`config.mk`:
```
export PLATFORM = sky130hd
export DESIGN_NAME = mux_n_1_arb_flat
export DESIGN_NICKNAME = d
export VERILOG_FILES = /design/src/rtl/mux_n_1_arb_if.sv /design/src/rtl/mux_n_1_arb.sv /design/src/flat_wrapper.sv
export SDC_FILE = /design/constraint.sdc
export NUM_CORES = 1
export LEC_CHECK = 0
export ABC_AREA = 1
export BUFFER_PORTS_ARGS = -buffer_cell sky130_fd_sc_hd__clkbuf_2
export CAP_MARGIN = 20
export CORE_MARGIN = 2
export CORE_UTILIZATION = 45
export DETAILED_ROUTE_END_ITERATION = 6
export GPL_TIMING_DRIVEN = 0
export PLACE_DENSITY = 0.74
export RECOVER_POWER = 100
export SETUP_SLACK_MARGIN = 0.1
export SLEW_MARGIN = 5
export SYNTH_ARGS = -nofsm -noshare
export SYNTH_HDL_FRONTEND = slang
export SYNTH_SLANG_ARGS = --single-unit
```
`constraint.sdc`:
```
create_clock -name clk -period 3.7 [get_ports clk]
set_input_delay 0.185 -clock clk [delete_from_list [all_inputs] [get_ports clk]]
set_output_delay 0.185 -clock clk [all_outputs]
set_load 0.05 [all_outputs]
```
`src/rtl/mux_n_1_arb_if.sv`:
```
// ---------------------------------------------------------------------------
// mux_n_1_arb_if
//   Handshake/data bundle for the N:1 registered channel-merge element.
//
//   Signals
//     in_data   [N*W]   channel i occupies bits [i*W +: W]
//     in_valid  [N]     per-channel valid
//     in_ready  [N]     per-channel ready (combinational, from the mux)
//     mode              0 = fixed select, 1 = round-robin
//     sel       [SEL_W] channel index used in fixed mode
//     out_data  [W]     registered output word
//     out_valid         registered output valid
//     out_ready         downstream ready
//     out_ch    [SEL_W] index of the channel held in out_data
//     sel_err           out-of-range select flag
//
//   Modports
//     master : the environment side (drives channels, mode/sel, out_ready)
//     slave  : the mux side (drives in_ready and all out_* signals)
// ---------------------------------------------------------------------------
interface mux_n_1_arb_if #(
    parameter int N     = 3,
    parameter int W     = 1,
    parameter int SEL_W = 2
);
    logic [N*W-1:0]   in_data;
    logic [N-1:0]     in_valid;
    logic [N-1:0]     in_ready;
    logic             mode;
    logic [SEL_W-1:0] sel;
    logic [W-1:0]     out_data;
    logic             out_valid;
    logic             out_ready;
    logic [SEL_W-1:0] out_ch;
    logic             sel_err;

    modport master (
        output in_data, in_valid, mode, sel, out_ready,
        input  in_ready, out_data, out_valid, out_ch, sel_err
    );

    modport slave (
        input  in_data, in_valid, mode, sel, out_ready,
        output in_ready, out_data, out_valid, out_ch, sel_err
    );
endinterface

```
`src/rtl/mux_n_1_arb.sv`:
```
// ---------------------------------------------------------------------------
// mux_n_1_arb
//   Parametrised N-input, W-bit multiplexer with one output register stage
//   and valid/ready handshakes on every input and on the output. The source
//   channel is either fixed by sel (mode=0) or chosen round-robin among the
//   valid inputs (mode=1). Sustains one word per cycle: the output register
//   may drain and reload in the same cycle.
//
//   Ports
//     clk    in   rising-edge clock
//     rst_n  in   asynchronous active-low reset (synchronous release upstream)
//     bus    slave modport of mux_n_1_arb_if (see interface for signals)
//
//   Parameters
//     N      number of input channels (2..16)
//     W      data width per channel (1..64)
//     SEL_W  width of sel/out_ch, 2**SEL_W >= N
//
//   Build option
//     MUX_ERR_STICKY_EN  when defined, sel_err latches high until reset;
//                        otherwise it pulses for one cycle per offending cycle.
// ---------------------------------------------------------------------------
module mux_n_1_arb #(
    parameter int N     = 3,
    parameter int W     = 1,
    parameter int SEL_W = 2
) (
    input  logic          clk,
    input  logic          rst_n,
    mux_n_1_arb_if.slave  bus
);

    logic [W-1:0]     out_data_reg;
    logic             out_valid_reg;
    logic [SEL_W-1:0] out_ch_reg;
    logic             sel_err_reg;
    logic [SEL_W-1:0] rr_ptr_reg;

    logic             load_en;
    logic             grant_any;
    logic [SEL_W-1:0] grant_idx;
    logic [W-1:0]     grant_data;
    logic             sel_oob;
    logic             err_cond;
    logic [SEL_W-1:0] rr_ptr_next;
    logic [W-1:0]     ch_data [N];

    // rst_n is folded in so that no channel sees ready while reset is held.
    assign load_en = rst_n & (~out_valid_reg | bus.out_ready);

    genvar gi;
    generate
        for (gi = 0; gi < N; gi++) begin : g_ch
            assign ch_data[gi]      = bus.in_data[gi*W +: W];
            assign bus.in_ready[gi] = load_en & grant_any & (grant_idx == SEL_W'(gi));
        end
    endgenerate

    // Grant selection. A grant implies the granted channel is valid, so
    // load_en & grant_any is exactly "a transfer happens this cycle".
    always_comb begin
        int idx;
        idx        = 0;
        grant_any  = 1'b0;
        grant_idx  = '0;
        grant_data = '0;
        sel_oob    = 1'b1;

        for (int i = 0; i < N; i++) begin
            if (bus.sel == SEL_W'(i)) begin
                sel_oob = 1'b0;
            end
        end

        if (!bus.mode) begin
            for (int i = 0; i < N; i++) begin
                if (bus.sel == SEL_W'(i) && bus.in_valid[i]) begin
                    grant_any  = 1'b1;
                    grant_idx  = SEL_W'(i);
                    grant_data = ch_data[i];
                end
            end
        end else begin
            // Scan from the far end back towards rr_ptr so the hit closest
            // to rr_ptr is the last one written and therefore wins.
            for (int k = N - 1; k >= 0; k--) begin
                idx = int'(rr_ptr_reg) + k;
                if (idx >= N) begin
                    idx = idx - N;
                end
                if (bus.in_valid[idx]) begin
                    grant_any  = 1'b1;
                    grant_idx  = SEL_W'(idx);
                    grant_data = ch_data[idx];
                end
            end
        end
    end

    // Explicit wrap so non-power-of-2 N never leaves rr_ptr out of range.
    assign rr_ptr_next = (grant_idx == SEL_W'(N - 1)) ? '0 : grant_idx + SEL_W'(1);
    assign err_cond    = ~bus.mode & sel_oob & load_en;

    always_ff @(posedge clk or negedge rst_n) begin
        if (!rst_n) begin
            out_data_reg  <= '0;
            out_valid_reg <= 1'b0;
            out_ch_reg    <= '0;
            sel_err_reg   <= 1'b0;
            rr_ptr_reg    <= '0;
        end else begin
            if (load_en && grant_any) begin
                out_data_reg  <= grant_data;
                out_ch_reg    <= grant_idx;
                out_valid_reg <= 1'b1;
                if (bus.mode) begin
                    rr_ptr_reg <= rr_ptr_next;
                end
            end else if (bus.out_ready) begin
                out_valid_reg <= 1'b0;
            end

`ifdef MUX_ERR_STICKY_EN
            if (err_cond) begin
                sel_err_reg <= 1'b1;
            end
`else
            sel_err_reg <= err_cond;
`endif
        end
    end

    assign bus.out_data  = out_data_reg;
    assign bus.out_valid = out_valid_reg;
    assign bus.out_ch    = out_ch_reg;
    assign bus.sel_err   = sel_err_reg;

endmodule
```
`src/flat_wrapper.sv`:
```
// flat-port wrapper written by rule: the top's interface ports become plain ports
module mux_n_1_arb_flat 
#(
    parameter int N     = 3,
    parameter int W     = 1,
    parameter int SEL_W = 2
)
  (clk, rst_n, bus_in_data, bus_in_valid, bus_mode, bus_sel, bus_out_ready, bus_in_ready, bus_out_data, bus_out_valid, bus_out_ch, bus_sel_err);
  mux_n_1_arb_if #(.N(N), .W(W), .SEL_W(SEL_W)) bus_i ();
  input  logic clk;
  input  logic rst_n;
  input wire logic [$bits(bus_i.in_data)-1:0] bus_in_data;
  input wire logic [$bits(bus_i.in_valid)-1:0] bus_in_valid;
  input wire logic [$bits(bus_i.mode)-1:0] bus_mode;
  input wire logic [$bits(bus_i.sel)-1:0] bus_sel;
  input wire logic [$bits(bus_i.out_ready)-1:0] bus_out_ready;
  output wire logic [$bits(bus_i.in_ready)-1:0] bus_in_ready;
  output wire logic [$bits(bus_i.out_data)-1:0] bus_out_data;
  output wire logic [$bits(bus_i.out_valid)-1:0] bus_out_valid;
  output wire logic [$bits(bus_i.out_ch)-1:0] bus_out_ch;
  output wire logic [$bits(bus_i.sel_err)-1:0] bus_sel_err;
  assign bus_i.in_data = bus_in_data;
  assign bus_i.in_valid = bus_in_valid;
  assign bus_i.mode = bus_mode;
  assign bus_i.sel = bus_sel;
  assign bus_i.out_ready = bus_out_ready;
  assign bus_in_ready = bus_i.in_ready;
  assign bus_out_data = bus_i.out_data;
  assign bus_out_valid = bus_i.out_valid;
  assign bus_out_ch = bus_i.out_ch;
  assign bus_sel_err = bus_i.sel_err;
  mux_n_1_arb #(.N(N), .W(W), .SEL_W(SEL_W)) u_core (.clk(clk), .rst_n(rst_n), .bus(bus_i));
endmodule
```
==> flow_metrics.py, run 1 <==
metrics = {
    "run_status": {
        "status": "finished clean",
    },
    "die": {
        "rows": 14,
        "initial_utilization_pct": 48.2,
        "boundaryPins": 20,
        "die_area_sq_um": 1970,
        "die_h_microns": 44.4,
        "core-area_sq_um": 1520,
        "fp.dieW_microns": 44.4,
    },
    "run": {
        "drv_cap": 0,
    },
    "timing": {
        "skew_ns": 0.00686,
        "rsz0062_at_grt": "false",
        "finalCritPeriodShare_pct": 72.9,
        "setup_violations": 0,
        "setup_tns_ns": 0,
        "clock.fmax_ghz": 0.371,
        "worst_slack_ns": 1.00,
        "slew-limit-headroom_pct": 59.2,
        "hold_viol_final": 0,
        "min_period_ns": 2.70,
        "max_slew.worst_pin.slew_ns": 0.615,
        "slew_viol_final": 0,
    },
    "power_and_ir_drop": {
        "intPower_mw": 0.279,
        "power.share.clock_pct": 10.1,
        "seq_power_share_pct": 17.4,
        "p_switching_mw": 0.391,
        "swShare_pct": 58.4,
        "vdd_drop_max_v": 0.000489,
        "power_frac_comb_pct": 72.5,
        "p_per_area_nw_per_um2": 770,
        "leakage_nw": 0.497,
    },
    "critical_path": {
        "crit_top_cell": "nand2_1",
        "cp.required_ns": 3.51,
        "path_max_fanout": 7,
        "path_cells": "inv_1 -> ha_1 -> inv_1 -> nor2_1 -> nand2_1 -> nand2_2 -> nand3_1 -> nand2_1 -> nand2_1 -> nand2_1 -> nand2_1 -> nor2_1 -> clkbuf_1",
        "crit_type": "flop to output port",
        "ff2ff_setup_slack_ns": 1.73,
        "cp_num_buf_inv": 3,
        "slowest_delay_ns": 0.49,
        "cp-end-kind": "output port",
        "path_delay_family": "simple AND/OR/NAND/NOR gates",
        "start_kind": "flop",
        "slowest_stage": "clkbuf_1",
        "worst-endpoint-arrival_ns": 2.51,
    },
    "detailed_routing": {
        "drt-pass1-iter-count": 4,
        "via_count": 854,
        "drt_iter0_drc": 29,
        "ant_nets": 0,
        "via_per_inst": 5.30,
        "routed_wl_mm": 1.86,
        "drcViolationCount": 0,
        "avgRoutedWirePerCell_microns": 11.6,
    },
    "clock_tree": {
        "insertion_delay_ns": 0.25,
        "cts_tree": "built",
        "clk_path_buf_depth": 2,
        "cts_inserted_buffers": 3,
        "cts.sinks": 7,
        "ctsRootBufferMaster": "clkbuf_4",
        "clk_pin_slew_ns": 0.05,
        "post_cts_buffers": 0,
        "htree_levels": 1,
    },
    "synthesis": {
        "synthesis.area_sq_um": 734,
        "syn-mean-instance-area_sq_um": 6.07,
        "syn_nets": 136,
        "ys_top_cells_by_count": "nand2_1 (43), nand3_1 (16), inv_1 (12)",
        "ys_seq_area_share_pct": 23.9,
        "synthTopCellsByArea": "dfrtp_1 (24%), nand2_1 (22%), nand3_1 (11%), inv_1 (6.1%), ha_1 (5.1%)",
        "synth.most_common_cell": "nand2_1",
        "synth-main-ff-cell": "dfrtp_1",
        "ys_ff_latch": 7,
        "yosysTopAreaCell": "dfrtp_1",
        "synthDistinctLibCells": 20,
        "ys_async_sr_fraction_pct": 100,
        "synth_top_area_share_pct": 23.9,
        "yosysWarnings": 0,
        "synth_enable_flop_cells": 0,
        "synthCells": 121,
    },
    "layout": {
        "nets": 161,
        "num_antenna_cells": 0,
        "fin_util_pct": 57.1,
        "layout-drive-gt1-share_pct": 19.3,
        "layout.cells.non_filler": 161,
        "area_delta_synth_final_pct": 18.4,
    },
    "global_route": {
        "grt_pass1_vias": 719,
        "grt_pass1_wl_mm": 2.97,
        "grt_usage_pct": 20.5,
        "grt_overflow": 0,
        "grt_max_degree": 9,
        "antenna_found_initial": 0,
    },
    "placement": {
        "dp_slack_ns": 1.54,
        "dp_hpwl_mm": 1.50,
        "io_buffer_count": 19,
        "place_inst": 156,
        "gp_congestion": 0.865,
    },
    "hold_path": {
        "hp-class": "input port to flop",
    },
}
-- placed cells by master, fill, tap and decap left out, types with 2 or more instances in the layout --
cell type	n
ha_1	3
dfrtp_1	7
nand2_2	5
inv_1	14
o21ai_1	4
o21ai_0	4
a21oi_1	2
inv_2	4
clkbuf_4	3
clkbuf_2	10
nor2_1	8
nand3_2	3
nand3_1	16
clkbuf_1	10
nand2_1	43
-- cell families after synthesis --
group | synth area share (%)
AND/OR/NAND/NOR | 50.1
buffers and inverters | 9.20
AO/OA/AOI/OAI | 11.8
flip-flops | 23.9
adder cells (fa/ha/maj) | 5.11
-- worst paths after layout --
| check | from | endpoint | cells after the start |
|---|---|---|---|
| max in group asynchronous | rst_n | u_core.rr_ptr_reg[1] | 2 |
| min in group asynchronous | rst_n | u_core.bus.out_data | 2 |
| max | u_core.rr_ptr_reg[0] | bus_in_ready[1] | 13 |
| min reg2reg | u_core.bus.out_data | u_core.bus.out_data | 2 |
| min | bus_out_ready | u_core.bus.out_valid | 2 |
| max reg2reg | u_core.rr_ptr_reg[0] | u_core.bus.out_ch[0] | 10 |
-- routing by layer --
layer / routed length [microns] / vias to the layer above / GRT usage (%) / share of wire (%)
li1: - / 440 / - / -
met1: 887 / 388 / 28.6 / 48
met2: 862 / 26 / 31.8 / 46
met3: 112 / 0 / 6.12 / 6.0
met4: 0 / 0 / 3.64 / 0
met5: 0 / - / 0 / 0
-- power by group through the flow --
| stage | Clock (mW) | Sequential (mW) | Combinational, mW |
|---|---|---|---|
| 2_1_floorplan | 0 | 0.175 | 0.338 |
| 3_3_place_gp | 0 | 0.118 | 0.484 |
| 3_5_place_dp | 0 | 0.119 | 0.491 |
| 4_1_cts | 0.0692 | 0.118 | 0.493 |
| 5_1_grt | 0.0746 | 0.120 | 0.537 |
| 6_report | 0.0677 | 0.117 | 0.485 |
-- final cells by class --
class	count	area, sq um
Sequential cell	7	175
Inverter	18	67.6
Tap cell	16	20.0
Fill cell	163	654
Timing Repair Buffer	20	93.8
Clock buffer	4	26.3
Multi-Input combinational cell	96	487
-- per-stage QoR --
step                      total power, mW  instance area (sq um)  hold WS [ns]
after floorplan                     0.513                    734        -0.111
after global placement              0.602                    850        0.0299
after detailed placement            0.609                    850        0.0354
after CTS                           0.680                    886         0.108
after global routing                0.731                    870         0.126
final                               0.669                    870         0.107
-- worst reg2reg max path, stage by stage, from the launching register on --
cell     delay [ns]
dfrtp_1        0.37
inv_1          0.07
ha_1           0.36
inv_1          0.20
nor2_1         0.09
nand2_1        0.13
nand3_1        0.14
o21ai_4        0.27
inv_1          0.12
nand2_1        0.08
nand2_1        0.05
-- what timing repair did --
action / CTS / global route
setup endpoints to repair: 0 / 0
hold buffers: 1 / 0
resized for setup: 0 / 0
hold endpoints to repair: 7 / 0
No activity file was read; power rests on OpenSTA's default activity.
==> inputs of run 2 (changes only) <==
--- a/config.mk
+++ b/config.mk
@@ -12,7 +12,7 @@
 export CORE_UTILIZATION = 45
 export DETAILED_ROUTE_END_ITERATION = 6
 export GPL_TIMING_DRIVEN = 0
-export PLACE_DENSITY = 0.74
+export PLACE_DENSITY = 0.77
 export RECOVER_POWER = 100
 export SETUP_SLACK_MARGIN = 0.1
 export SLEW_MARGIN = 5
==> constraint.sdc (replaced) <==
create_clock -name clk -period 2.4 [get_ports clk]
set_input_delay 0.12 -clock clk [delete_from_list [all_inputs] [get_ports clk]]
set_output_delay 0.12 -clock clk [all_outputs]
set_load 0.05 [all_outputs]
==> flow_metrics.py, run 2 (same netlist as run 1, synthesis figures left out) <==
metrics = {
    "global_route": {
        "grt_max_degree": 9,
        "grt_usage_pct": 21.8,
        "grt_pass1_vias": 804,
        "antenna_found_initial": 0,
        "grt_pass1_wl_mm": 3.21,
        "grt_overflow": 0,
    },
    "timing": {
        "skew_ns": 0.00566,
        "setup_tns_ns": 0,
        "slew-limit-headroom_pct": 59.9,
        "clock.fmax_ghz": 0.463,
        "setup_violations": 0,
        "max_slew.worst_pin.slew_ns": 0.603,
        "finalCritPeriodShare_pct": 90.1,
        "slew_viol_final": 0,
        "hold_viol_final": 0,
        "min_period_ns": 2.16,
        "rsz0062_at_grt": "false",
    },
    "placement": {
        "io_buffer_count": 19,
        "place_inst": 156,
        "placed_cell_area_sq_um": 850,
        "dp_hpwl_mm": 1.49,
        "gp_congestion": 0.913,
    },
    "detailed_routing": {
        "avgRoutedWirePerCell_microns": 11.2,
        "drt-pass1-iter-count": 4,
        "wl_met1_microns": 843,
        "ant_nets": 0,
        "top_layer": "met4",
        "drcViolationCount": 0,
        "via_count": 876,
        "wl_met3_microns": 103,
        "routed_wl_mm": 1.85,
        "via_per_inst": 5.31,
        "drt_iter0_drc": 13,
        "route.met2.wl_microns": 887,
    },
    "critical_path": {
        "path_delay_family": "simple AND/OR/NAND/NOR gates",
        "crit_type": "flop to output port",
        "cp_num_buf_inv": 3,
        "crit_top_cell": "nand2_1",
        "worst-endpoint-arrival_ns": 2.04,
        "cp.required_ns": 2.28,
        "slowest_stage": "dfrtp_1",
        "cp-end-kind": "output port",
        "path_max_fanout": 7,
        "slowest_delay_ns": 0.39,
        "start_kind": "flop",
        "path_cells": "inv_1 -> ha_4 -> inv_4 -> nand2_2 -> nand3_2 -> nand2_1 -> nand3_1 -> nand2_1 -> nand3_1 -> nand2_1 -> nor2_1 -> buf_6",
    },
    "clock_tree": {
        "insertion_delay_ns": 0.25,
        "cts_tree": "built",
        "cts.sinks": 7,
        "htree_levels": 1,
        "clk_path_buf_depth": 2,
        "clk_pin_slew_ns": 0.05,
        "cts_inserted_buffers": 3,
        "ctsRootBufferMaster": "clkbuf_4",
    },
    "layout": {
        "layout_commonest_cell": "nand2_1",
        "nets": 165,
        "regArea_sq_um": 175,
        "layout-drive-gt1-share_pct": 26.2,
        "num_antenna_cells": 0,
        "fill_cells": 156,
        "layout.cells.non_filler": 165,
        "area_delta_synth_final_pct": 28.3,
        "multi_input_comb_area_sq_um": 514,
        "final_cell_mix": "nand2_1 (44), nand3_1 (16), inv_1 (12), clkbuf_2 (11), clkbuf_1 (8)",
        "design_area_sq_um": 942,
        "fin_util_pct": 61.8,
    },
    "run": {
        "drv_cap": 0,
    },
    "power_and_ir_drop": {
        "vdd_drop_max_v": 0.000782,
        "total_power_mw": 1.14,
        "p_per_area_nw_per_um2": 1210,
        "leakage_nw": 0.523,
    },
    "die": {
        "core-area_sq_um": 1520,
        "fp.dieW_microns": 44.4,
        "die_h_microns": 44.4,
        "rows": 14,
        "initial_utilization_pct": 48.2,
        "boundaryPins": 20,
        "die_area_sq_um": 1970,
    },
    "hold_path": {
        "hp-class": "input port to flop",
    },
    "run_status": {
        "status": "finished clean",
    },
}
## run 2: worst register-to-register path: stages (launching register included)
cell	delay, ns
dfrtp_1	0.36
inv_1	0.09
ha_4	0.31
inv_4	0.06
nand2_2	0.07
nand3_2	0.07
nand2_1	0.17
nand2_4	0.08
o21ai_4	0.15
clkbuf_1	0.21
nor2_1	0.08
nand2_1	0.07
nand2_1	0.05
## run 2: repair_timing
item | in CTS | in global routing
buffers inserted | 2 | 2
hold endpoints to repair | 7 | 0
endpoints found under the setup margin | 2 | 3
pin swaps | 1 | 1
resized for setup | 3 | 9
hold buffers | 1 | 0
## run 2: area by class of cell
class,instances,area share (%)
multi-input combinational,96,54.6
sequential,7,18.6
clock buffer,4,2.79
timing repair buffer,24,14.5
inverter,18,7.44
tap,16,2.12
## run 2: final timing paths
kind / from / endpoint / slack (ns) / cells after the start
max in group asynchronous: rst_n / u_core.rr_ptr_reg[1] / 1.82 / 2
min in group asynchronous: rst_n / u_core.bus.out_valid / 0.30 / 2
hold / removal: bus_out_ready / u_core.bus.out_valid / 0.05 / 2
setup / recovery: u_core.rr_ptr_reg[0] / bus_in_ready[0] / 0.24 / 12
setup reg to reg: u_core.rr_ptr_reg[0] / u_core.rr_ptr_reg[1] / 0.52 / 12
hold reg to reg: u_core.bus.out_ch[0] / u_core.bus.out_ch[0] / 0.48 / 2
## run 2: where the power goes
group	internal, mW	switching (mW)
clock network	0.0633	0.0408
registers	0.157	0.0240
logic	0.286	0.566
total	0.506	0.631
## run 2: routing by layer
metal,track usage (%),vias up
met1,28.1,398
li1,-,447
met2,37.4,29
met5,0,-
met3,2.86,2
met4,7.27,0
## run 2: stage by stage
step | hold slack [ns] | setup WS [ns]
2_1_floorplan | -0.176 | 0.254
3_3_place_gp | -0.0387 | 0.367
3_5_place_dp | -0.0311 | 0.322
4_1_cts | 0.0526 | 0.129
5_1_grt | 0.0566 | 0.0724
6_report | 0.0517 | 0.239
